### src/rtl/iqft3_sequential.sv
// ---------------------------------------------------------------------------
// iqft3_sequential
//
// Iterative 3-qubit inverse QFT engine. A loaded 8-amplitude complex vector
// is transformed in place inside an 8-entry register file: first the
// bit-reversal SWAP, then the conjugated QFT gates in reverse order
// (H q0, CROT -pi/2, H q1, CROT -pi/4, CROT -pi/2, H q2). One micro-op is
// executed per cycle through a single shared Hadamard / complex-multiply
// datapath, so a vector takes 19 cycles of RUN.
//
// Ports:
//   clk        rising-edge clock
//   rst        asynchronous active-high reset
//   in_valid   input vector valid
//   in_ready   engine idle, a vector is accepted when in_valid is high
//   in_re/in_im   8 packed amplitudes, amplitude k at [k*WIDTH +: WIDTH]
//   out_valid  result vector is held on out_re/out_im
//   out_ready  consumer takes the result
//   out_re/out_im 8 packed result amplitudes, straight from the register file
//   busy       high while micro-ops are executing
// ---------------------------------------------------------------------------
`timescale 1ns/1ps

// The project fixed-point header normally supplies the amplitude width;
// fall back to 16 bits when that header has not been included.
`ifndef TOTAL_WIDTH
`define TOTAL_WIDTH 16
`endif

module iqft3_sequential #(
   parameter int WIDTH     = `TOTAL_WIDTH,
   parameter int FRAC_BITS = 4,
   parameter int INV_SQRT2 = 11
) (
   input  logic                 clk,
   input  logic                 rst,
   input  logic                 in_valid,
   output logic                 in_ready,
   input  logic [8*WIDTH-1:0]   in_re,
   input  logic [8*WIDTH-1:0]   in_im,
   output logic                 out_valid,
   input  logic                 out_ready,
   output logic [8*WIDTH-1:0]   out_re,
   output logic [8*WIDTH-1:0]   out_im,
   output logic                 busy
);

   localparam int SW = WIDTH + 1;
   localparam int MW = 2 * WIDTH;
   localparam int PW = 2 * WIDTH + 1;
   localparam logic [4:0] LAST_STEP = 5'd18;

   localparam logic signed [WIDTH-1:0] INV_K     = WIDTH'(INV_SQRT2);
   localparam logic signed [WIDTH-1:0] NEG_INV_K = WIDTH'(-INV_SQRT2);
   localparam logic signed [WIDTH-1:0] NEG_ONE_K = WIDTH'(-(1 << FRAC_BITS));

   typedef enum logic [1:0] {IDLE, RUN, DONE} state_t;
   typedef enum logic [1:0] {OP_SWAP, OP_H, OP_CROT} op_t;

   state_t state, next_state;
   logic [4:0] step;

   logic signed [WIDTH-1:0] rf_re [8];
   logic signed [WIDTH-1:0] rf_im [8];

   op_t op;
   logic [2:0] idx_a, idx_b;
   logic signed [WIDTH-1:0] mul_re, mul_im;

   logic signed [WIDTH-1:0] a_re, a_im, b_re, b_im;
   logic signed [SW-1:0] sum_re, dif_re, sum_im, dif_im;
   logic signed [PW-1:0] p_sum_re, p_dif_re, p_sum_im, p_dif_im;
   logic signed [WIDTH-1:0] h_a_re, h_b_re, h_a_im, h_b_im;
   logic signed [MW-1:0] p_rr, p_ii, p_ri, p_ir;
   logic signed [MW:0] cm_sum_re, cm_sum_im;
   logic signed [WIDTH-1:0] cm_re, cm_im;

   // Micro-op schedule: maps the step counter to the operation, the entries
   // it touches and, for controlled rotations, the complex multiplier.
   // Unlisted CROT steps use the -pi/2 multiplier (0, -1.0) by default.
   always_comb begin
      op     = OP_H;
      idx_a  = 3'd0;
      idx_b  = 3'd0;
      mul_re = '0;
      mul_im = NEG_ONE_K;
      case (step)
         5'd0:  op = OP_SWAP;
         5'd1:  begin idx_a = 3'd0; idx_b = 3'd1; end
         5'd2:  begin idx_a = 3'd2; idx_b = 3'd3; end
         5'd3:  begin idx_a = 3'd4; idx_b = 3'd5; end
         5'd4:  begin idx_a = 3'd6; idx_b = 3'd7; end
         5'd5:  begin op = OP_CROT; idx_a = 3'd3; end
         5'd6:  begin op = OP_CROT; idx_a = 3'd7; end
         5'd7:  begin idx_a = 3'd0; idx_b = 3'd2; end
         5'd8:  begin idx_a = 3'd1; idx_b = 3'd3; end
         5'd9:  begin idx_a = 3'd4; idx_b = 3'd6; end
         5'd10: begin idx_a = 3'd5; idx_b = 3'd7; end
         5'd11: begin op = OP_CROT; idx_a = 3'd5; mul_re = INV_K; mul_im = NEG_INV_K; end
         5'd12: begin op = OP_CROT; idx_a = 3'd7; mul_re = INV_K; mul_im = NEG_INV_K; end
         5'd13: begin op = OP_CROT; idx_a = 3'd6; end
         5'd14: begin op = OP_CROT; idx_a = 3'd7; end
         5'd15: begin idx_a = 3'd0; idx_b = 3'd4; end
         5'd16: begin idx_a = 3'd1; idx_b = 3'd5; end
         5'd17: begin idx_a = 3'd2; idx_b = 3'd6; end
         5'd18: begin idx_a = 3'd3; idx_b = 3'd7; end
         default: op = OP_H;
      endcase
   end

   assign a_re = rf_re[idx_a];
   assign a_im = rf_im[idx_a];
   assign b_re = rf_re[idx_b];
   assign b_im = rf_im[idx_b];

   // Shared arithmetic. The Hadamard sum/difference is one bit wider than
   // an amplitude and is scaled by 1/sqrt2 at full product width; the
   // complex multiply keeps each product at 2*WIDTH and adds before shifting.
   // Both paths floor via arithmetic shift and then wrap to WIDTH bits.
   always_comb begin
      sum_re    = SW'(a_re) + SW'(b_re);
      dif_re    = SW'(a_re) - SW'(b_re);
      sum_im    = SW'(a_im) + SW'(b_im);
      dif_im    = SW'(a_im) - SW'(b_im);
      p_sum_re  = PW'(sum_re) * PW'(INV_K);
      p_dif_re  = PW'(dif_re) * PW'(INV_K);
      p_sum_im  = PW'(sum_im) * PW'(INV_K);
      p_dif_im  = PW'(dif_im) * PW'(INV_K);
      h_a_re    = WIDTH'(p_sum_re >>> FRAC_BITS);
      h_b_re    = WIDTH'(p_dif_re >>> FRAC_BITS);
      h_a_im    = WIDTH'(p_sum_im >>> FRAC_BITS);
      h_b_im    = WIDTH'(p_dif_im >>> FRAC_BITS);

      p_rr      = MW'(a_re) * MW'(mul_re);
      p_ii      = MW'(a_im) * MW'(mul_im);
      p_ri      = MW'(a_re) * MW'(mul_im);
      p_ir      = MW'(a_im) * MW'(mul_re);
      cm_sum_re = (MW+1)'(p_rr) - (MW+1)'(p_ii);
      cm_sum_im = (MW+1)'(p_ri) + (MW+1)'(p_ir);
      cm_re     = WIDTH'(cm_sum_re >>> FRAC_BITS);
      cm_im     = WIDTH'(cm_sum_im >>> FRAC_BITS);
   end

   // Control state register.
   always_ff @(posedge clk or posedge rst) begin
      if (rst) state <= IDLE;
      else     state <= next_state;
   end

   // Next-state and handshake outputs. Returning to IDLE only after the
   // output handshake keeps input and output acceptance in separate cycles.
   always_comb begin
      next_state = state;
      in_ready   = 1'b0;
      out_valid  = 1'b0;
      busy       = 1'b0;
      case (state)
         IDLE: begin
            in_ready = 1'b1;
            if (in_valid) next_state = RUN;
         end
         RUN: begin
            busy = 1'b1;
            if (step == LAST_STEP) next_state = DONE;
         end
         DONE: begin
            out_valid = 1'b1;
            if (out_ready) next_state = IDLE;
         end
         default: next_state = IDLE;
      endcase
   end

   // Step counter: cleared on load, advanced once per executed micro-op.
   always_ff @(posedge clk or posedge rst) begin
      if (rst)                          step <= '0;
      else if (state == IDLE && in_valid) step <= '0;
      else if (state == RUN)            step <= step + 5'd1;
   end

   // Register file: parallel load in IDLE, one in-place micro-op per RUN
   // cycle, untouched in DONE so the result stays stable on the outputs.
   always_ff @(posedge clk or posedge rst) begin
      if (rst) begin
         for (int k = 0; k < 8; k++) begin
            rf_re[k] <= '0;
            rf_im[k] <= '0;
         end
      end else if (state == IDLE) begin
         if (in_valid) begin
            for (int k = 0; k < 8; k++) begin
               rf_re[k] <= in_re[k*WIDTH +: WIDTH];
               rf_im[k] <= in_im[k*WIDTH +: WIDTH];
            end
         end
      end else if (state == RUN) begin
         case (op)
            OP_SWAP: begin
               rf_re[1] <= rf_re[4];
               rf_re[4] <= rf_re[1];
               rf_im[1] <= rf_im[4];
               rf_im[4] <= rf_im[1];
               rf_re[3] <= rf_re[6];
               rf_re[6] <= rf_re[3];
               rf_im[3] <= rf_im[6];
               rf_im[6] <= rf_im[3];
            end
            OP_H: begin
               rf_re[idx_a] <= h_a_re;
               rf_im[idx_a] <= h_a_im;
               rf_re[idx_b] <= h_b_re;
               rf_im[idx_b] <= h_b_im;
            end
            OP_CROT: begin
               rf_re[idx_a] <= cm_re;
               rf_im[idx_a] <= cm_im;
            end
            default: ;
         endcase
      end
   end

   for (genvar k = 0; k < 8; k++) begin : g_pack
      assign out_re[k*WIDTH +: WIDTH] = rf_re[k];
      assign out_im[k*WIDTH +: WIDTH] = rf_im[k];
   end

endmodule
### config.mk
export PLATFORM = sky130hd
export DESIGN_NAME = iqft3_sequential
export DESIGN_NICKNAME = d
export VERILOG_FILES = /design/src/rtl/iqft3_sequential.sv
export SDC_FILE = /design/constraint.sdc
export NUM_CORES = 2
export LEC_CHECK = 0
export ABC_AREA = 1
export CAP_MARGIN = 20
export CORE_MARGIN = 2
export CORE_UTILIZATION = 30
export CTS_CLUSTER_SIZE = 16
export DETAILED_ROUTE_END_ITERATION = 10
export GPL_ROUTABILITY_DRIVEN = 0
export PLACE_DENSITY_LB_ADDON = 0.1
export SLEW_MARGIN = 20
export SYNTH_ARGS = -nofsm -noshare
export SYNTH_HDL_FRONTEND = slang
export SYNTH_SLANG_ARGS = --single-unit
### constraint.sdc
create_clock -name clk -period 11.9 [get_ports clk]
set_input_delay 1.19 -clock clk [delete_from_list [all_inputs] [get_ports clk]]
set_output_delay 1.19 -clock clk [all_outputs]
set_load 0.05 [all_outputs]
==> reports/metrics.yaml <==
clock_tree:
  h-tree-depth: 2
  cts_root_buffer: "clkbuf_16"
  cts_made_buffers: 38
  cts_sinks: 263
  clock_latency_ns: 0.61
  postCtsHoldBufs: 0
  cts_tree: "done"
  post_cts_resized: 0
  path_clk_slew_ns: 0.06
  cts_buffer_depth: 3
  cts_setup_buffers: 0
die:
  dieHeight_um: 358
  dieArea_um2: 128000
  core_region_area_um2: 124000
  die_x_um: 358
  top_level_ports: 519
  rows: 129
  initial_core_util_pct: 30.3
outcome:
  outcome: "complete, no violations"
yosys:
  postSynthNetCount: 6299
  synth_cells: 5520
  yosys_warnings: 0
  syn_area_um2: 37600
  ys.flop_type: "dfrtp_1"
  async_reset_ff_share_pct: 100
  ys_seq_area_share_pct: 17.5
  synth-seq-cells: 263
  synth_cell_types: 65
  synth_edf_count: 0
  syn_area_per_cell_um2: 6.82
sta:
  hold_ws_ns: 0.557
  setup_viol: 0
  max_freq_mhz: 90.9
  slew_viol_final: 0
  fin_crit_sh_pct: 92.5
  rsz0062_at_grt: "false"
  worst_pin_slew_ns: 1.35
  slew_headroom_pct: 9.17
  finalClockSkew_ns: 0.0282
  finalCriticalPeriod_ns: 11.01
  hold_viol: 0
  tns_ns: 0
grt:
  antenna_found_initial: 14
  grt_max_degree: 122
  grt_usage_pct: 34.3
  grt_pass1_vias: 41700
  grt_overflow: 0
  grt_pass1_wl_mm: 316
final_layout:
  drive_gt1_share_pct: 6.34
  n_fill_cell: 13200
  regArea_um2: 6580
  syn_to_final_growth_pct: 22.9
  nNetsFinal: 6681
  final_cell_mix: "nand2_1, inv_1, o21ai_0, clkdlybuf4s50_1, nor2_1"
  multi_input_comb_area_um2: 26800
  mostFrequentLayoutCell: "nand2_1"
  stdcell_count: 7569
  post-route-util_pct: 37.3
setup_path:
  crit_arrival_ns: 11.55
  critPathSlowestCell: "nor4_1"
  reg2reg_slack_ns: 0.89
  crit_type: "register to register"
  worstPathRequired_ns: 12.44
  crit_top_cell: "nand2_1"
  slowest_delay_ns: 0.85
  worst-r2r-cell-count: 41
  critPathMaxFanout: 44
  critPathTopFamily: "simple AND/OR/NAND/NOR gates"
  end_kind: "register"
  r2r-end: "out_re[93]$_DFFE_PP0P_"
  start_kind: "register"
  rr_startpoint: "step[0]$_DFFE_PP0P_"
  path_buf_inv: 7
place:
  dp_cells: 7498
  hpwlAfterDp_mm: 179
  io_buffers: 518
drt:
  detail-route-antenna-nets: 0
  wirelength_mm: 228
  drt_iter0_drc: 6455
  first_pass_iters: 8
  drc: 0
  routedWlPerCell_um: 30.1
  drt-vias-per-instance: 5.88
  vias: 44500
min_path:
  worstHoldStart: "step[0]$_DFFE_PP0P_"
  min_to: "step[0]$_DFFE_PP0P_"
  whs_path_depth: 1
  hold_class: "register to register"
job:
  cap_violations: 0
cell usage after synthesis, drive strengths merged, types with 18 or more instances:
cell type / instances / area [um2]
a211oi: 27 / 203
a21oi: 381 / 1910
a221oi: 89 / 780
a22oi: 18 / 135
buf: 66 / 338
clkbuf: 236 / 886
dfrtp: 263 / 6580
fa: 174 / 3480
ha: 345 / 4320
inv: 868 / 3260
nand2: 946 / 3690
nand3: 173 / 913
nand4: 28 / 175
nor2: 512 / 2080
nor3: 35 / 186
nor4: 63 / 475
o2111ai: 28 / 245
o211ai: 123 / 933
o21ai: 668 / 3380
o221ai: 50 / 444
o22ai: 150 / 957
xnor2: 31 / 287
xor2: 137 / 1220
kinds of logic after synthesis:
| family | count (synthesis) | share of synthesized area, % |
|---|---|---|
| flip-flops | 263 | 17.5 |
| buffers and inverters | 1176 | 12.0 |
| XOR/XNOR | 168 | 4.01 |
| adder cells (fa/ha/maj) | 519 | 20.7 |
| AND/OR/NAND/NOR | 1797 | 20.7 |
| AO/OA/AOI/OAI | 1597 | 25.1 |
layer usage:
| layer | GRT usage (%) | up-vias | part of all wire, % |
|---|---|---|---|
| met4 | 10.4 | 8 | 3.8 |
| met5 | 0.556 | - | 0.023 |
| met2 | 47.9 | 3197 | 39 |
| met3 | 11.5 | 460 | 14 |
| met1 | 49.3 | 21500 | 43 |
| li1 | - | 19300 | - |
per-stage QoR:
step | setup WS, ns | area [um2]
after detailed placement | 1.58 | 44900
after global routing | 0.758 | 46300
after global placement | 1.55 | 44900
final | 0.895 | 46300
after CTS | 1.56 | 46200
after floorplan | 3.47 | 37600
flip-flops by register name (all words and copies together) (netlist names):
signal and count:
state 2, step 5, out_re 128, out_im 128
final cells by class:
class / count / share of cell area [%]
multi-input cells: 4081 / 57.9
repair buffers: 644 / 13.4
inverters: 874 / 7.13
flip-flops and latches: 263 / 14.2
clock buffers: 51 / 2.29
diodes: 1 / 0.00541
well taps: 1637 / 4.43
clock inverters: 18 / 0.579
worst max path at each step:
stage                              from  slack [ns]  cells after the start                      to
floorplan                           rst        3.47                      1   out_im[0]$_DFFE_PP0P_
global placement    step[0]$_DFFE_PP0P_        1.55                     41  out_re[93]$_DFFE_PP0P_
detailed placement  step[0]$_DFFE_PP0P_        1.58                     41  out_re[93]$_DFFE_PP0P_
CTS                 step[0]$_DFFE_PP0P_        1.56                     41  out_re[93]$_DFFE_PP0P_
finish              step[0]$_DFFE_PP0P_        0.89                     41  out_re[93]$_DFFE_PP0P_
global route        step[0]$_DFFE_PP0P_        0.76                     41  out_re[93]$_DFFE_PP0P_
Power is left out: the tool's default activity adds up to more than one toggle a clock period on the data nets, which glitch-free logic cannot reach.
